--- config.mk ---
export PLATFORM = sky130hd
export DESIGN_NAME = scpad_frontend_arb_flat
export DESIGN_NICKNAME = d
export VERILOG_FILES = /design/src/rtl/scpad_frontend_arb_if.sv /design/src/rtl/scpad_frontend_arb.sv /design/src/flat_wrapper.sv
export SDC_FILE = /design/constraint.sdc
export NUM_CORES = 1
export LEC_CHECK = 0
export BUFFER_PORTS_ARGS = -buffer_cell sky130_fd_sc_hd__buf_2
export CAP_MARGIN = 0
export CORE_ASPECT_RATIO = 0.8
export CORE_MARGIN = 2
export CORE_UTILIZATION = 46
export DETAILED_ROUTE_END_ITERATION = 16
export PLACE_DENSITY_LB_ADDON = 0.05
export SYNTH_ARGS = -nofsm -noshare
export SYNTH_HDL_FRONTEND = slang
export SYNTH_SLANG_ARGS = --single-unit
--- constraint.sdc ---
create_clock -name clk -period 3.5 [get_ports clk]
set_clock_uncertainty 0.2 [all_clocks]
set_input_delay 0.7 -clock clk [delete_from_list [all_inputs] [get_ports clk]]
set_output_delay 0.7 -clock clk [all_outputs]
set_load 0.03 [all_outputs]
--- src/rtl/scpad_frontend_arb_if.sv ---
// Requester and SRAM command signals for the scratchpad front-end arbiter.
// master = arbiter view; slave = requesters plus the SRAM controller.
interface scpad_frontend_arb_if #(
    parameter int NUM_REQ       = 3,
    parameter int ROW_IDX_WIDTH = 14,
    parameter int NUM_COLS      = 32,
    parameter int LEN_WIDTH     = 5
);
    localparam int SRC_W = $clog2(NUM_REQ);

    logic [NUM_REQ-1:0]                    req_valid;
    logic [NUM_REQ-1:0]                    req_ready;
    logic [NUM_REQ-1:0]                    req_write;
    logic [NUM_REQ-1:0][ROW_IDX_WIDTH-1:0] req_row_base;
    logic [NUM_REQ-1:0][LEN_WIDTH-1:0]     req_len;
    logic [NUM_REQ-1:0][NUM_COLS-1:0]      req_mask;
    logic [NUM_REQ-1:0]                    req_done;

    logic                     sram_valid;
    logic                     sram_ready;
    logic                     sram_write;
    logic [ROW_IDX_WIDTH-1:0] sram_row;
    logic [NUM_COLS-1:0]      sram_mask;
    logic [SRC_W-1:0]         sram_src_id;
    logic                     sram_last;
    logic                     busy;

    modport master (
        input  req_valid, req_write, req_row_base, req_len, req_mask, sram_ready,
        output req_ready, req_done, sram_valid, sram_write, sram_row, sram_mask,
               sram_src_id, sram_last, busy
    );

    modport slave (
        output req_valid, req_write, req_row_base, req_len, req_mask, sram_ready,
        input  req_ready, req_done, sram_valid, sram_write, sram_row, sram_mask,
               sram_src_id, sram_last, busy
    );
endinterface

--- src/rtl/scpad_frontend_arb.sv ---
// Round-robin arbiter that locks one tile-row burst descriptor and issues it
// to the scratchpad SRAM controller as one row command per accepted beat.
module scpad_frontend_arb #(
    parameter int NUM_REQ       = 3,
    parameter int ROW_IDX_WIDTH = 14,
    parameter int NUM_COLS      = 32,
    parameter int LEN_WIDTH     = 5
) (
    input  logic                 clk,
    input  logic                 rst,
    scpad_frontend_arb_if.master bus
);
    localparam int SRC_W = $clog2(NUM_REQ);

    typedef enum logic {S_IDLE, S_BURST} state_t;

    state_t                   state_q, state_d;
    logic [SRC_W-1:0]         rr_ptr_q, rr_ptr_d;
    logic [SRC_W-1:0]         gnt_q;
    logic [LEN_WIDTH-1:0]     beat_cnt_q;
    logic [LEN_WIDTH-1:0]     len_q;
    logic [ROW_IDX_WIDTH-1:0] row_q;
    logic [NUM_COLS-1:0]      mask_q;
    logic                     write_q;
    logic                     last_q;
    logic [NUM_REQ-1:0]       done_q;

    logic                     win_found;
    logic [SRC_W-1:0]         win_idx;
    logic [NUM_REQ-1:0]       ready_onehot;
    logic                     accept;
    logic                     beat_hs;
    logic                     burst_end;

    // Walk downward so the requester closest to rr_ptr is the last one kept.
    always_comb begin
        int idx;
        idx       = 0;
        win_found = 1'b0;
        win_idx   = '0;
        for (int i = NUM_REQ - 1; i >= 0; i--) begin
            idx = (int'(rr_ptr_q) + i) % NUM_REQ;
            if (bus.req_valid[idx]) begin
                win_found = 1'b1;
                win_idx   = SRC_W'(idx);
            end
        end
    end

    generate
        for (genvar gi = 0; gi < NUM_REQ; gi++) begin : g_ready
            assign ready_onehot[gi] = !rst && (state_q == S_IDLE) && win_found
                                      && (win_idx == SRC_W'(gi));
        end
    endgenerate

    assign accept    = !rst && (state_q == S_IDLE) && win_found;
    assign beat_hs   = (state_q == S_BURST) && bus.sram_ready;
    assign burst_end = beat_hs && last_q;

    always_ff @(posedge clk) begin
        if (rst) begin
            state_q  <= S_IDLE;
            rr_ptr_q <= '0;
        end else begin
            state_q  <= state_d;
            rr_ptr_q <= rr_ptr_d;
        end
    end

    always_comb begin
        state_d  = state_q;
        rr_ptr_d = rr_ptr_q;
        case (state_q)
            S_IDLE: begin
                if (accept) state_d = S_BURST;
            end
            S_BURST: begin
                if (burst_end) begin
                    state_d  = S_IDLE;
                    rr_ptr_d = (gnt_q == SRC_W'(NUM_REQ - 1)) ? '0 : gnt_q + SRC_W'(1);
                end
            end
            default: state_d = S_IDLE;
        endcase
    end

    // row_q tracks base + beat_cnt directly so the row output stays a plain register.
    always_ff @(posedge clk) begin
        if (rst) begin
            gnt_q      <= '0;
            beat_cnt_q <= '0;
            len_q      <= '0;
            row_q      <= '0;
            mask_q     <= '0;
            write_q    <= 1'b0;
            last_q     <= 1'b0;
            done_q     <= '0;
        end else begin
            done_q <= '0;
            if (accept) begin
                gnt_q      <= win_idx;
                beat_cnt_q <= '0;
                len_q      <= bus.req_len[win_idx];
                row_q      <= bus.req_row_base[win_idx];
                mask_q     <= bus.req_mask[win_idx];
                write_q    <= bus.req_write[win_idx];
                last_q     <= (bus.req_len[win_idx] == '0);
            end else if (beat_hs) begin
                if (last_q) begin
                    done_q <= NUM_REQ'(1) << gnt_q;
                end else begin
                    beat_cnt_q <= beat_cnt_q + LEN_WIDTH'(1);
                    row_q      <= row_q + ROW_IDX_WIDTH'(1);
                    last_q     <= ((beat_cnt_q + LEN_WIDTH'(1)) == len_q);
                end
            end
        end
    end

    always_comb begin
        bus.req_ready   = ready_onehot;
        bus.req_done    = done_q;
        bus.sram_valid  = (state_q == S_BURST);
        bus.busy        = (state_q == S_BURST);
        bus.sram_write  = write_q;
        bus.sram_row    = row_q;
        bus.sram_mask   = mask_q;
        bus.sram_src_id = gnt_q;
        bus.sram_last   = last_q;
    end
endmodule

--- src/flat_wrapper.sv ---
// flat-port wrapper written by rule: the top's interface ports become plain ports
module scpad_frontend_arb_flat 
#(
    parameter int NUM_REQ       = 3,
    parameter int ROW_IDX_WIDTH = 14,
    parameter int NUM_COLS      = 32,
    parameter int LEN_WIDTH     = 5
)
  (clk, rst, bus_req_valid, bus_req_write, bus_req_row_base, bus_req_len, bus_req_mask, bus_sram_ready, bus_req_ready, bus_req_done, bus_sram_valid, bus_sram_write, bus_sram_row, bus_sram_mask, bus_sram_src_id, bus_sram_last, bus_busy);
  scpad_frontend_arb_if #(.NUM_REQ(NUM_REQ), .ROW_IDX_WIDTH(ROW_IDX_WIDTH), .NUM_COLS(NUM_COLS), .LEN_WIDTH(LEN_WIDTH)) bus_i ();
  input  logic clk;
  input  logic rst;
  input wire logic [$bits(bus_i.req_valid)-1:0] bus_req_valid;
  input wire logic [$bits(bus_i.req_write)-1:0] bus_req_write;
  input wire logic [$bits(bus_i.req_row_base)-1:0] bus_req_row_base;
  input wire logic [$bits(bus_i.req_len)-1:0] bus_req_len;
  input wire logic [$bits(bus_i.req_mask)-1:0] bus_req_mask;
  input wire logic [$bits(bus_i.sram_ready)-1:0] bus_sram_ready;
  output wire logic [$bits(bus_i.req_ready)-1:0] bus_req_ready;
  output wire logic [$bits(bus_i.req_done)-1:0] bus_req_done;
  output wire logic [$bits(bus_i.sram_valid)-1:0] bus_sram_valid;
  output wire logic [$bits(bus_i.sram_write)-1:0] bus_sram_write;
  output wire logic [$bits(bus_i.sram_row)-1:0] bus_sram_row;
  output wire logic [$bits(bus_i.sram_mask)-1:0] bus_sram_mask;
  output wire logic [$bits(bus_i.sram_src_id)-1:0] bus_sram_src_id;
  output wire logic [$bits(bus_i.sram_last)-1:0] bus_sram_last;
  output wire logic [$bits(bus_i.busy)-1:0] bus_busy;
  assign bus_i.req_valid = bus_req_valid;
  assign bus_i.req_write = bus_req_write;
  assign bus_i.req_row_base = bus_req_row_base;
  assign bus_i.req_len = bus_req_len;
  assign bus_i.req_mask = bus_req_mask;
  assign bus_i.sram_ready = bus_sram_ready;
  assign bus_req_ready = bus_i.req_ready;
  assign bus_req_done = bus_i.req_done;
  assign bus_sram_valid = bus_i.sram_valid;
  assign bus_sram_write = bus_i.sram_write;
  assign bus_sram_row = bus_i.sram_row;
  assign bus_sram_mask = bus_i.sram_mask;
  assign bus_sram_src_id = bus_i.sram_src_id;
  assign bus_sram_last = bus_i.sram_last;
  assign bus_busy = bus_i.busy;
  scpad_frontend_arb #(.NUM_REQ(NUM_REQ), .ROW_IDX_WIDTH(ROW_IDX_WIDTH), .NUM_COLS(NUM_COLS), .LEN_WIDTH(LEN_WIDTH)) u_core (.clk(clk), .rst(rst), .bus(bus_i));
endmodule
* After elaboration in Yosys (flattened, before gate mapping)
Cells that the tools add are included. W data, S select, Z words.
Word-level totals: logic and storage cells 80, RAM bits 0, memory bits (read-only) 0, register bits 66, latch bits 0, memories kept 0, input bits 162
Operators by class: $lt $le $gt $ge 4, $add $sub $neg 5, muxes and demuxes 33, reductions and logical operators 16, bitwise gates (word level) 3, multipliers 0, shifts and indexed selects 1, equality and inequality tests 5, divide/modulo/power cells 3
Operators by type and width (number):
- $lt A32 B4 Y1 const B | 3
- $bmux W32 S2 | 1
- $mod A32 B3 Y32 const B | 2
- $mux W14 | 4
- $mod A3 B3 Y32 const B | 1
- $mux W32 | 1
- $bmux W14 S2 | 1
- $mux W1 | 15
- $add A14 B1 Y14 const B | 1
- $bmux W5 S2 | 1
- $bmux W1 S2 | 4
- $mux W2 | 4
- $logic_and A1 B1 Y1 | 7
- $reduce_and A2 Y1 | 3
- $add A5 B1 Y5 const B | 1
- $eq A5 B5 Y1 | 1
- $logic_not A5 Y1 | 1
- $mux W5 | 1
- $eq A2 B2 Y1 const B | 2
- $reduce_or A4 Y1 | 1
- $add A2 B1 Y3 const B | 1
- $add A2 B2 Y3 const B | 1
- $lt A2 B3 Y1 const B | 1
- $not A1 Y1 | 3
- other kinds (9) | 9

* Depth between registers and ports, before layout
word-level depth 12, gate-level depth with buffers 11, depth with buffers taken out 8

* Least setup slack after synthesis
OpenSTA, ideal clock, no wires.
path type reg-to-output, from reg u_core.rr_ptr_q[0], to out bus_req_ready[0], data arrival time 2.528 ns, path slack 0.072 ns, path buffers 3, data required time 2.600 ns, cell stages (with the launch flop) 11, cells stage by stage dfxtp_1 > inv_1 > ha_1 > buf_4 > a21bo_2 > a32oi_2 > or2_1 > buf_2 > nand2_2 > buf_4 > nor3_1
Between the ends: longest elaborated chain between the ends 10
RTL lines:
- from (decl) | line scpad_frontend_arb.sv:18 | logic [SRC_W-1:0] rr_ptr_q, rr_ptr_d;
- from (signal assigned) | line scpad_frontend_arb.sv:67 | rr_ptr_q <= rr_ptr_d;
- $add A2 B2 Y3 | line scpad_frontend_arb.sv:42 | idx = (int'(rr_ptr_q) + i) % NUM_REQ;
- $mod A32 B3 Y32 | line scpad_frontend_arb.sv:42
- $bmux W1 S2 | line scpad_frontend_arb.sv:43 | if (bus.req_valid[idx]) begin
- $mux W1 (implied by the code) (2 in series) | line scpad_frontend_arb.sv:43
- $mux W2 / $mux W1 (equally long branches) (3 in series) | line scpad_frontend_arb.sv:43
- $logic_not A2 Y1 / $logic_and A1 B1 Y1 (equally long branches) | line scpad_frontend_arb.sv:53, scpad_frontend_arb.sv:52
- $logic_and A1 B1 Y1 (*) | line scpad_frontend_arb.sv:53 | && (win_idx == SRC_W'(gi));
- to (decl) | line flat_wrapper.sv:19 | output wire logic [$bits(bus_i.req_ready)-1:0] bus_req_ready;
Every way passes the cells marked *; elsewhere a longest branch is shown, timed or not. The select of a mux whose other input is x is not followed.

* Worst setup path in the final report
from reg u_core.rr_ptr_q[0], to out bus_req_ready[1]
Between the ends: longest elaborated chain between the ends 10
RTL lines (line):
- $add A2 B2 Y3 | scpad_frontend_arb.sv:42
- $mod A32 B3 Y32 | scpad_frontend_arb.sv:42
- $bmux W1 S2 | scpad_frontend_arb.sv:43
- $mux W1 (implied by the code) (2 in series) | scpad_frontend_arb.sv:43
- $mux W2 / $mux W1 (equally long branches) (3 in series) | scpad_frontend_arb.sv:43
- $eq A2 B1 Y1 / $logic_and A1 B1 Y1 (equally long branches) | scpad_frontend_arb.sv:53, scpad_frontend_arb.sv:52
- $logic_and A1 B1 Y1 (*) | scpad_frontend_arb.sv:53
Marks and branches as above.

==> impl_results.md <==
* Async SR Flop Fraction at 0%
* Avg Cell Area, Syn at 7.92 sq um
* Overall Power at ~0.0025 W
* Total power per unit cell area at 448 nW/um^2
* Post-synth EDFFs at 0
* Worst setup SP type: flip-flop
* Core Box Area at 8920 sq um
* FF-to-FF path depth at 9
* Nets at 884
* CTS tree: yes
* Pin count of the biggest net entering global routing at slightly below 70
* Multi-input gate area at 2620 sq um
* CP max FO at 11
* Syn Std Cell Area at 4170 sq um
* Critical path endpoint category: output pin
* Worst-path cell chain: inv_1 -> ha_2 -> or4bb_1 -> o21a_1 -> o22ai_1 -> a22oi_1 -> nor3_1 -> buf_2
* RSZ-0062 raised after global routing: false
* First-pass GRT wire length at 20.7 mm
* Final worst-path cycle share at 93.8%
* Fin. max-slew vios at 0
* Initial antenna violation count at 2
* H-tree levels at 3
* Max_slew headroom at roughly three fifths
* Register area at 1320 sq um
* Final setup vio count at 0
* Share of layout cells above drive strength 1 at approximately 36%
* WL/cell at ~16 um
* Die area at about 10000 sq um
* Setup tns final at 0 ns
* Worst VDD drop at 228 uV
* Number of DRC markers in iteration 0 at 411
* Reg clk slew, reported paths at about 0.05 ns
* Io pins at between 200 and 250
* Placer Congestion at between 0.8 and 0.9
* Chip width at 110 um
* Reg2Reg Setup Slack at 0.43 ns
* Commonest register cell after synthesis: dfxtp_1
* TritonCTS Sinks at 66
* Mapped Cells at between 500 and 600
* Slew of the pin with the lowest slew margin at 0.570 ns
* P_leak at 2.63 nW
* Total grt overflow at 0
* Yosys cell types at 52
* Most frequent cells in the layout: 219 x buf_2, 66 x nor2_1, 66 x dfxtp_1, 38 x and3_1
* DPL Wire Length at 9.54 mm
* Critical path arrival at 2.38 ns
* Root Driver: clkbuf_16
* Starting density of the core at 46.7%
* Filler cells at ~810
* Final ANT Viol Nets at 0
* WP data required at about 2.6 ns
* Num rows at 31
* Max-cap violation count at 0
* Overall Global Routing Usage at 25.8%
* Area growth, synth to finish at 35.3%
* Endpoints failing hold at 0
* Setup WS pre-CTS at ~0.28 ns
* First drt pass iteration count at 4
* Hold Path End: u_core.bus.sram_mask[26]
* Vias in the first global route at 4264
* Syn_nets at roughly 700
* Slowest stage cell on the critical path: or4bb_1
* Post-route worst setup slack at 0.216 ns
* Critical R2R Launch: u_core.rr_ptr_q[0]
* DR vias at 4724
* CTS Buf Count at 9
* Number of port buffers at 219
* Setup Crit Path Kind: flip-flop to output pin
* Clk_lat worst skew at 0.31 ns
* DRC viols at 0
* Clk buf depth at 2
* Critical path's largest stage delay at 0.51 ns
* #FFs+latches synth at 66
* Die span in y at between 80 and 90 um
* Hold Crit Start: u_core.bus.sram_mask[26]
* DR vias/cell at 5.64
* Peak Freq at between 0.3 and 0.4 GHz
* Status: finished, final reports clean
* Hold Crit Class: flip-flop to flip-flop
* Reg-to-Reg End: u_core.bus.sram_mask[1]
* Ys Warns at 0
* Total wire length at about 13 mm
* Final min period at approximately 3.3 ns
* Hold depth at 2
* Commonest non-fill, non-tap cell in the layout: buf_2
* Seq/Total Area, Yosys at 31.7%
==> worst max-delay path, delay by kind of cell, from the launching register on <==
kind	cells	cell delay (ns)
DFF	1	0.35
buffers and inverters	2	0.32
adders and majority gates	1	0.36
AOI/OAI and AO/OA	3	0.32
and+or+nand+nor	2	0.72
==> sequential cells by signal, indices dropped and copies added, names as in the netlist <==
register	count
u_core.beat_cnt_q	5
u_core.rr_ptr_q	2
u_core.bus.sram_src_id	2
u_core.bus.req_done	3
u_core.bus.sram_write	1
u_core.bus.sram_row	14
u_core.bus.busy	1
u_core.bus.sram_mask	32
u_core.bus.sram_last	1
u_core.len_q	5
==> cell type report <==
class,instances,share of cell area [%]
multi-input combinational,403,46.5
sequential,66,23.4
timing repair buffer,232,21.4
clock buffer,14,5.22
tap,115,2.55
clock inverter,1,0.533
inverter,5,0.333
antenna,1,0.0444
==> kinds of logic after synthesis <==
logic type | Yosys count | synth area share [%]
xor+xnor | 23 | 4.83
fa+ha+maj | 5 | 1.50
simple gates | 204 | 27.0
mux | 4 | 0.961
compound gates | 167 | 27.9
buf+inv | 57 | 6.07
flops | 66 | 31.7
==> power breakdown <==
part	switching [W]	internal (W)	total, W
registers	0.0000614	0.000840	0.000901
logic	0.000415	0.000265	0.000680
clock network	0.000301	0.000644	0.000945
==> repair_timing <==
| action | 4_1_cts | 5_1_grt |
|---|---|---|
| resized for setup | 1 | 1 |
| hold buffers | 0 | 0 |
| buffers inserted | 0 | 1 |
| endpoints found under the setup margin | 1 | 2 |
| hold endpoints to repair | 0 | 0 |
| pin swaps | 0 | 1 |
==> metrics by stage <==
stage,util [%],cells,hold slack (ns),cell area [sq um]
6_report,63.2,837,0.282,5640
5_1_grt,63.2,837,0.300,5640
4_1_cts,63.1,835,0.283,5630
3_5_place_dp,59.4,820,0.268,5300
3_3_place_gp,59.4,820,0.267,5300
2_1_floorplan,-,526,0.269,4170
==> worst max path at each step <==
stage                            start               end  slack [ns]  depth (start not counted)
floorplan           u_core.rr_ptr_q[0]  bus_req_ready[0]        0.07                         10
global placement    u_core.rr_ptr_q[0]  bus_req_ready[0]        0.34                          8
detailed placement  u_core.rr_ptr_q[0]  bus_req_ready[0]        0.28                          8
CTS                 u_core.rr_ptr_q[0]  bus_req_ready[0]        0.03                          8
global route        u_core.rr_ptr_q[0]  bus_req_ready[0]        0.07                          8
finish              u_core.rr_ptr_q[0]  bus_req_ready[1]        0.22                          8
==> cell usage after synthesis (7+ instances only) <==
cell type / count / area [sq um]
nand2_1: 9 / 33.8
o21ai_0: 23 / 115
a211oi_1: 36 / 270
xnor2_1: 9 / 78.8
nand3_1: 22 / 110
o31ai_1: 35 / 263
nor2_1: 66 / 248
xor2_1: 14 / 123
dfxtp_1: 66 / 1320
nand3b_1: 36 / 270
clkbuf_1: 34 / 128
buf_2: 7 / 35.0
o21a_1: 17 / 128
and3_1: 38 / 238
a21oi_1: 18 / 90.1
a31oi_1: 17 / 106
==> per-layer routing <==
| metal | global-route usage (%) | vias up | routed length, um |
|---|---|---|---|
| li1 | - | 2325 | - |
| met2 | 44.8 | 192 | 6170 |
| met1 | 32.3 | 2181 | 5800 |
| met3 | 5.15 | 24 | 873 |
| met5 | 0 | - | 13 |
| met4 | 9.89 | 2 | 337 |
(Power assumes the default switching activity.)
